`config.mk`:
```
export PLATFORM = sky130hd
export DESIGN_NAME = csr_trap_ctrl
export DESIGN_NICKNAME = d
export VERILOG_FILES = /design/src/rtl/csr_pkg.sv /design/src/rtl/irq_sync.sv /design/src/rtl/csr_trap_ctrl.sv
export SDC_FILE = /design/constraint.sdc
export NUM_CORES = 1
export LEC_CHECK = 0
export ABC_AREA = 1
export BUFFER_PORTS_ARGS = -buffer_cell sky130_fd_sc_hd__buf_2
export CORE_AREA = 2 2 129 131
export CTS_CLUSTER_DIAMETER = 120
export CTS_CLUSTER_SIZE = 30
export DETAILED_ROUTE_END_ITERATION = 10
export DIE_AREA = 0 0 131 133
export GPL_ROUTABILITY_DRIVEN = 0
export SLEW_MARGIN = 5
export SYNTH_ARGS = -nofsm -noshare
export SYNTH_HDL_FRONTEND = slang
export SYNTH_HIERARCHICAL = 1
export SYNTH_SLANG_ARGS = --single-unit
```
`constraint.sdc`:
```
create_clock -name clk -period 2.6 [get_ports clk]
set_clock_uncertainty 0.1 [all_clocks]
set_input_delay 0.13 -clock clk [delete_from_list [all_inputs] [get_ports clk]]
set_output_delay 0.13 -clock clk [all_outputs]
set_load 0.01 [all_outputs]
```
`src/rtl/csr_pkg.sv`:
```
// csr_pkg: shared CSR definitions for the trap/interrupt path.
//   - CSR addresses of the machine-mode trap registers
//   - mstatus / mip / mie bit positions
//   - interrupt cause codes
//   - trap sequencer state encoding
package csr_pkg;

    localparam logic [11:0] CSR_MSTATUS = 12'h300;
    localparam logic [11:0] CSR_MIE     = 12'h304;
    localparam logic [11:0] CSR_MTVEC   = 12'h305;
    localparam logic [11:0] CSR_MEPC    = 12'h341;
    localparam logic [11:0] CSR_MCAUSE  = 12'h342;
    localparam logic [11:0] CSR_MIP     = 12'h344;

    localparam int MSTATUS_MIE    = 3;
    localparam int MSTATUS_MPIE   = 7;
    localparam int MSTATUS_MPP_LO = 11;
    localparam int MSTATUS_MPP_HI = 12;

    localparam int MIP_MEIP = 11;
    localparam int MIP_MTIP = 7;

    localparam logic [31:0] CAUSE_MEI = 32'h8000_000B;
    localparam logic [31:0] CAUSE_MTI = 32'h8000_0007;

    typedef enum logic [1:0] {
        ST_IDLE      = 2'd0,
        ST_TRAP_SAVE = 2'd1,
        ST_TRAP_JUMP = 2'd2,
        ST_MRET_JUMP = 2'd3
    } trap_state_t;

endpackage

```
`src/rtl/irq_sync.sv`:
```
// irq_sync: SYNC_STAGES-deep flop chain that brings an asynchronous level
// into the clk domain.
//   clk     : destination clock
//   reset   : async active-low reset, clears the chain
//   i_async : asynchronous level input
//   o_sync  : synchronised level, SYNC_STAGES cycles of latency
module irq_sync #(
    parameter int SYNC_STAGES = 2
) (
    input  logic clk,
    input  logic reset,
    input  logic i_async,
    output logic o_sync
);

    logic [SYNC_STAGES-1:0] r_chain;

    always_ff @(posedge clk or negedge reset) begin
        if (!reset) r_chain <= '0;
        else        r_chain <= {r_chain[SYNC_STAGES-2:0], i_async};
    end

    assign o_sync = r_chain[SYNC_STAGES-1];

endmodule

```
`src/rtl/csr_trap_ctrl.sv`:
```
// csr_trap_ctrl: interrupt/mret sequencer in front of the CSR file.
//   Inputs : irq_ext_i / irq_timer_i (async levels), MW-stage instr_valid_i,
//            mret_i, pc_mw_i, and the live mstatus/mie/mtvec/mepc.
//   Outputs: mip_o (synced pending bits), kill_o (drop MW writeback),
//            csr_trap_we_o / csr_mstatus_we_o strobes with *_wdata_o,
//            redirect_o / redirect_pc_o / flush_o to fetch, busy_o (stall).
// A trap takes acceptance + TRAP_SAVE + TRAP_JUMP; mret takes acceptance +
// MRET_JUMP. All strobed outputs are decoded from the state register.
module csr_trap_ctrl
    import csr_pkg::*;
#(
    parameter int XLEN        = 32,
    parameter int SYNC_STAGES = 2
) (
    input  logic            clk,
    input  logic            reset,
    input  logic            irq_ext_i,
    input  logic            irq_timer_i,
    input  logic            instr_valid_i,
    input  logic            mret_i,
    input  logic [XLEN-1:0] pc_mw_i,
    input  logic [XLEN-1:0] mstatus_i,
    input  logic [XLEN-1:0] mie_i,
    input  logic [XLEN-1:0] mtvec_i,
    input  logic [XLEN-1:0] mepc_i,
    output logic [XLEN-1:0] mip_o,
    output logic            kill_o,
    output logic            csr_trap_we_o,
    output logic            csr_mstatus_we_o,
    output logic [XLEN-1:0] mepc_wdata_o,
    output logic [XLEN-1:0] mcause_wdata_o,
    output logic [XLEN-1:0] mstatus_wdata_o,
    output logic            redirect_o,
    output logic [XLEN-1:0] redirect_pc_o,
    output logic            flush_o,
    output logic            busy_o
);

    trap_state_t     r_state;
    logic [XLEN-1:0] r_pc;
    logic [XLEN-1:0] r_cause;

    logic            w_meip, w_mtip;
    logic            w_idle, w_ext_take, w_tmr_take;
    logic            w_acc_mret, w_acc_trap;
    logic [XLEN-1:0] w_tvec_base, w_vec_off;

    irq_sync #(.SYNC_STAGES(SYNC_STAGES)) u_sync_ext (
        .clk(clk), .reset(reset), .i_async(irq_ext_i), .o_sync(w_meip)
    );
    irq_sync #(.SYNC_STAGES(SYNC_STAGES)) u_sync_tmr (
        .clk(clk), .reset(reset), .i_async(irq_timer_i), .o_sync(w_mtip)
    );

    always_comb begin
        mip_o           = '0;
        mip_o[MIP_MEIP] = w_meip;
        mip_o[MIP_MTIP] = w_mtip;
    end

    assign w_ext_take = w_meip & mie_i[MIP_MEIP] & mstatus_i[MSTATUS_MIE];
    assign w_tmr_take = w_mtip & mie_i[MIP_MTIP] & mstatus_i[MSTATUS_MIE];
    assign w_idle     = (r_state == ST_IDLE);

    // mret wins over a same-cycle interrupt; the interrupt is simply
    // re-evaluated on the next valid IDLE cycle.
    assign w_acc_mret = w_idle & instr_valid_i & mret_i;
    assign w_acc_trap = w_idle & instr_valid_i & ~mret_i & (w_ext_take | w_tmr_take);

    assign kill_o = w_acc_trap;
    assign busy_o = ~w_idle;

    always_ff @(posedge clk or negedge reset) begin
        if (!reset) begin
            r_state <= ST_IDLE;
            r_pc    <= '0;
            r_cause <= '0;
        end else begin
            case (r_state)
                ST_IDLE: begin
                    if (w_acc_mret) begin
                        r_state <= ST_MRET_JUMP;
                    end else if (w_acc_trap) begin
                        r_state <= ST_TRAP_SAVE;
                        r_pc    <= pc_mw_i;
                        r_cause <= w_ext_take ? XLEN'(CAUSE_MEI) : XLEN'(CAUSE_MTI);
                    end
                end
                ST_TRAP_SAVE: r_state <= ST_TRAP_JUMP;
                default:      r_state <= ST_IDLE;
            endcase
        end
    end

    assign w_tvec_base = {mtvec_i[XLEN-1:2], 2'b00};
    // Vectored mode: base + 4*cause[4:0], wrapping at XLEN bits.
    assign w_vec_off   = {{(XLEN-7){1'b0}}, r_cause[4:0], 2'b00};

    always_comb begin
        csr_trap_we_o    = 1'b0;
        csr_mstatus_we_o = 1'b0;
        mepc_wdata_o     = '0;
        mcause_wdata_o   = '0;
        mstatus_wdata_o  = '0;
        redirect_o       = 1'b0;
        redirect_pc_o    = '0;
        flush_o          = 1'b0;
        case (r_state)
            ST_TRAP_SAVE: begin
                csr_trap_we_o   = 1'b1;
                mepc_wdata_o    = r_pc;
                mcause_wdata_o  = r_cause;
                mstatus_wdata_o = mstatus_i;
                mstatus_wdata_o[MSTATUS_MPIE] = mstatus_i[MSTATUS_MIE];
                mstatus_wdata_o[MSTATUS_MIE]  = 1'b0;
                mstatus_wdata_o[MSTATUS_MPP_HI:MSTATUS_MPP_LO] = 2'b11;
            end
            ST_TRAP_JUMP: begin
                redirect_o    = 1'b1;
                flush_o       = 1'b1;
                redirect_pc_o = (mtvec_i[1:0] == 2'b01) ? w_tvec_base + w_vec_off
                                                        : w_tvec_base;
            end
            ST_MRET_JUMP: begin
                csr_mstatus_we_o = 1'b1;
                redirect_o       = 1'b1;
                flush_o          = 1'b1;
                redirect_pc_o    = {mepc_i[XLEN-1:2], 2'b00};
                mstatus_wdata_o  = mstatus_i;
                mstatus_wdata_o[MSTATUS_MIE]  = mstatus_i[MSTATUS_MPIE];
                mstatus_wdata_o[MSTATUS_MPIE] = 1'b1;
                mstatus_wdata_o[MSTATUS_MPP_HI:MSTATUS_MPP_LO] = 2'b11;
            end
            default: ;
        endcase
    end

    // Only a few bits of mie and none of mepc[1:0] matter here.
    logic w_unused;
    assign w_unused = ^{mie_i, mepc_i[1:0]};

endmodule

```
== Word-level counts from Yosys, hierarchy flattened ==
Index checks and enable logic that the tools add are counted.

* Bitwise operators: 12
* Multiplexer cells: 12
* Equal/unequal tests: 5
* Reductions and logical operators: 3
* $add $sub $neg: 1

{| class="wikitable"
|+ Operator list
! operator !! count
|-
| 32-bit one-hot mux with 2 select lines || 2
|-
| 32-bit 2-to-1 mux || 3
|-
| 32-bit by 7-bit adder with 32-bit output || 1
|-
| 1-bit AND || 8
|-
| 2-bit by 1-bit equality test with 1-bit output (second input constant) || 2
|-
| 2-bit equality test (second input constant) || 2
|-
| 2-bit 2-to-1 mux || 2
|-
| 4-bit 2-to-1 mux || 1
|-
| 2-bit one-hot mux with 2 select lines || 1
|-
| 1-bit 2-to-1 mux || 3
|-
| 3-bit by 2-bit != test with 1-bit output (second input constant) || 1
|-
| 1-bit inverter || 3
|-
| 3-bit AND reduction || 1
|-
| 2-bit zero test || 1
|-
| 2-bit OR reduction || 1
|-
| 1-bit OR || 1
|}

* Output and inout port bits: 166
* Logic and storage cells: 38
* Register bits: 70
* Input bits: 166

== Logic depth before layout (Yosys ltp) ==
* Word-level depth: 7
* Gate-level depth with buffers: 11
* Mapped depth without buffers: 11

== Cells and area by module ==
Netlist, hierarchy kept.

{| class="wikitable"
|+ By module, submodules not included
! module !! area each (sq um) !! sequential area each (sq um) !! times used !! cells an instance
|-
| csr_trap_ctrl || 3846.2 || 925.9 || 1 || 634
|-
| irq_sync || 50.0 || 50.0 || 2 || 2
|}

== Least setup slack after synthesis ==
Ideal clock, no wire load.

* Kind: flip-flop to output port
* Start: reg r_cause[1]
* End: out redirect_pc_o[28]
* Buffers on the path: 0
* Required time: 2.370 ns
* Data arrival time: 1.698 ns
* Stages on the path, launching flop included: 12
* Path slack: 0.672 ns
* Cells stage by stage: dfrtp_1 > ha_1 > fa_1 > nand3_1 > nand2_1 > nand3_2 > inv_1 > nand2_1 > nand2_1 > nand2_1 > nand2_1 > nand2_1

* Word-level cells in the longest chain between the ends: 3

{| class="wikitable"
|+ RTL lines
! item !! RTL line !! source
|-
| from (decl) || csr_trap_ctrl.sv:41 || <nowiki>logic [XLEN-1:0] r_cause;</nowiki>
|-
| from (signal assigned) || csr_trap_ctrl.sv:86 || <nowiki>r_cause <= w_ext_take ? XLEN'(CAUSE_MEI) : XLEN'(CAUSE_MTI);</nowiki>
|-
| 32-bit by 7-bit adder with 32-bit output || csr_trap_ctrl.sv:121 || <nowiki>redirect_pc_o = (mtvec_i[1:0] == 2'b01) ? w_tvec_base + w_vec_off</nowiki>
|-
| 32-bit 2-to-1 mux || csr_trap_ctrl.sv:121 ||
|-
| 32-bit one-hot mux with 2 select lines || csr_trap_ctrl.sv:108 || <nowiki>case (r_state)</nowiki>
|-
| to (decl) || csr_trap_ctrl.sv:34 || <nowiki>output logic [XLEN-1:0] redirect_pc_o,</nowiki>
|}

Every way passes these cells.

== Worst setup path after layout ==
* Start: reg r_cause[1]
* End: out redirect_pc_o[16]

The elaborated chain is that of the path after synthesis.

==> metrics.md <==
| Metric | Value |
|---|---|
| Depth of the worst hold-timing path | `3` |
| Via density | `3.97` |
| Port Buffers | `238` |
| CTS tree | `built` |
| Final hold violations | `0` |
| Pre-antenna DRT Iters | `4` |
| Filler cells | `1784` |
| Row cnt | `47` |
| Outcome | `finished, final reports clean` |
| Seq/Total Area, Yosys | `0.260` |
| RSZ-0062 raised after global routing | `false` |
| Critical Path RT | `2.37 ns` |
| Fin area | `5600 µm²` |
| Min cycle time layout | `2.37 ns` |
| Pwr/cell area | `466 nW/µm²` |
| Starting Density | `0.244` |
| RR Endpoint | `r_pc[17]` |
| Top_reg_cell synth | `dfrtp_1` |
| Clk sinks | `41` |
| Vias in the first global route | `3992` |
| Area of the multi-input gates | `2110 µm²` |
| Setup crit end kind | `output port` |
| Chip Height | `133 µm` |
| Pins Over Slew Limit | `0` |
| Mapped Cells | `638` |
| Worst Hold Class | `input port to flop` |
| Clock insertion delay at the later pin of the skew report | `0.28 ns` |
| CP Max Fanout | `5` |
| Post-synth EDFFs | `0` |
| Avg Inst Size Synth | `6.19 µm²` |
| Diode count | `0` |
| Gr usage total | `0.140` |
| Die footprint | `17400 µm²` |
| Share of layout cells above drive strength 1 | `0.320` |
| Most frequent cells in the layout | `buf_2, nand2_1, inv_1` |
| Worst r2r src | `r_state[0]` |
| Final Util | `0.346` |
| Ports | `332` |
| FF/Latch Area | `1030 µm²` |
| Critical Path, Cell by Cell | `ha_2 -> fa_2 -> nand3_1 -> nand2_2 -> nand3b_1 -> nor2_4 -> xor2_1 -> nand2_1 -> nand2_1 -> buf_2` |
| Final wirelength | `13.0 mm` |
| Leakage | `0.00345 µW` |
| Crit Path Class | `flop to output port` |
| Mapped Area | `3950 µm²` |
| Initial antenna violation count | `0` |
| CTS Buffer Depth | `2` |
| Via Count | `4438` |
| Maxcap violations | `0` |
| Slowest CP cell | `dfrtp_2` |
| HPWL Detailed | `10.2 mm` |
| Clock-pin slew on the worst setup and hold paths | `0.06 ns` |
| DP Area | `5070 µm²` |
| Synth unique cells | `33` |
| Final Cycle Share | `0.911` |
| Reg2Reg Setup Slack | `0.58 ns` |
| Arrival time worst endpoint | `2.14 ns` |
| Global-route wire length before repair | `19.5 mm` |
| Synth-to-layout area growth | `41.9%` |
| Fmax | `422 MHz` |
| Pin count of the biggest net entering global routing | `42` |
| Yosys warnings | `6` |
| Worst hold start | `instr_valid_i` |
| CTS Buf Count | `5` |
| Crit start category | `flop` |
| DRC violations left | `0` |
| Die X | `131 µm` |
| Cell depth of the worst flop-to-flop path | `6` |
| Final setup viols | `0` |
| CP peak stage delay | `0.43 ns` |
| ANT nets after route | `0` |
| Gr ovfl total | `0` |
| Crit-path most repeated cell | `nand2_1` |
| Worst-Margin Slew | `0.911 ns` |
| Initial DRC count | `166` |
| Yosys reg bits | `41` |
| Nets@finish | `1068` |
| Commonest non-fill, non-tap cell in the layout | `buf_2` |
| Avg WL per Cell | `11.6 µm` |
| Max IR drop VDD | `479 µV` |
| H-Tree Depth | `2` |
| Worst hold endpoint | `r_state[0]` |
| CTS Root Cell | `clkbuf_16` |
| Setup TNS | `0 ns` |
| Core Region | `16200 µm²` |
| Share of synthesized registers carrying an async set or reset | `1.00` |
| Max_slew headroom | `0.393` |
cell usage after synthesis (2+ instances only):
cell type  instances  area share
nand2_1          188        0.18
inv_1            113        0.11
nor2_1            68       0.065
buf_4             66        0.13
dfrtp_1           41        0.26
nand3_1           37       0.047
o21ai_0           32       0.041
o21ai_2           16       0.036
clkbuf_1          13       0.012
nand4_1           13       0.021
a21oi_1            6      0.0076
xor2_1             5       0.011
buf_6              4       0.011
ha_1               4       0.013
nor2_2             4      0.0063
buf_2              3      0.0038
inv_2              3      0.0029
nand3b_1           3      0.0057
o21bai_1           3      0.0057
nor3_1             2      0.0025
o211ai_1           2      0.0038
through the flow:
step           std cells  hold slack [ns]  setup slack, ns  total power (µW)
2_1_floorplan        696           -0.266            0.672              1630
3_3_place_gp        1074            0.138            0.375              1940
3_5_place_dp        1074            0.140            0.348              1950
4_1_cts             1116          0.00656           0.0376              2620
5_1_grt             1117           0.0240           0.0301              2820
6_report            1117           0.0185            0.232              2610
worst max path at each step:
stage	endpoint	cells past startpoint	startpoint
2_1_floorplan	redirect_pc_o[28]	11	r_cause[1]
3_3_place_gp	redirect_pc_o[21]	11	r_cause[3]
3_5_place_dp	redirect_pc_o[21]	11	r_cause[3]
4_1_cts	redirect_pc_o[21]	11	r_cause[3]
5_1_grt	redirect_pc_o[21]	11	r_cause[3]
6_report	redirect_pc_o[16]	10	r_cause[1]
layout make-up:
type	count	share of cell area
Timing Repair Buffer	281	0.286
Sequential cell	41	0.183
Tap cell	220	0.0492
Clock buffer	7	0.0255
Multi-Input combinational cell	451	0.378
Inverter	117	0.0784
logic make-up after synthesis:
group                      after synthesis  share of synthesized area
AOI/OAI and AO/OA                       61                      0.101
xor gates and xnor gates                 6                     0.0133
adders and majority gates                5                     0.0178
buffers and inverters                  204                      0.266
DFF                                     41                      0.260
other                                    1                   0.000950
and+or+nand+nor                        320                      0.341
layer usage:
layer,up-vias,share of wire,routed length [µm],track usage
li1,2320,-,-,-
met1,1907,0.42,5390,0.177
met2,199,0.48,6250,0.242
met3,12,0.089,1160,0.0230
met4,0,0.013,172,0.0402
met5,-,0,0,0
flip-flops by register name, summed over array words and instances, names as in the netlist:
signal	flops
r_cause	3
r_pc	32
r_state	2
u_sync_ext/r_chain	2
u_sync_tmr/r_chain	2
critical path: cells and delay by family, from the launching register on:
family | cells | cell delay [ns]
flip-flops | 1 | 0.43
adder cells (fa/ha/maj) | 2 | 0.54
AND/OR/NAND/NOR | 6 | 0.60
XOR/XNOR | 1 | 0.14
buffers and inverters | 1 | 0.13
timing repair:
item                                    in CTS  in global routing
resized for setup                            0                  9
endpoints found under the setup margin       0                 22
setup buffers                                0                  1
hold buffers                                35                  0
hold endpoints to repair                    75                  0
power breakdown:
part	leakage [µW]	switching, µW	internal, µW
sequential	0.000489	66.9	837
clock	0.0000700	240	377
combinational	0.00289	655	433
total	0.00345	962	1650
No activity file was read; power rests on OpenSTA's default activity.
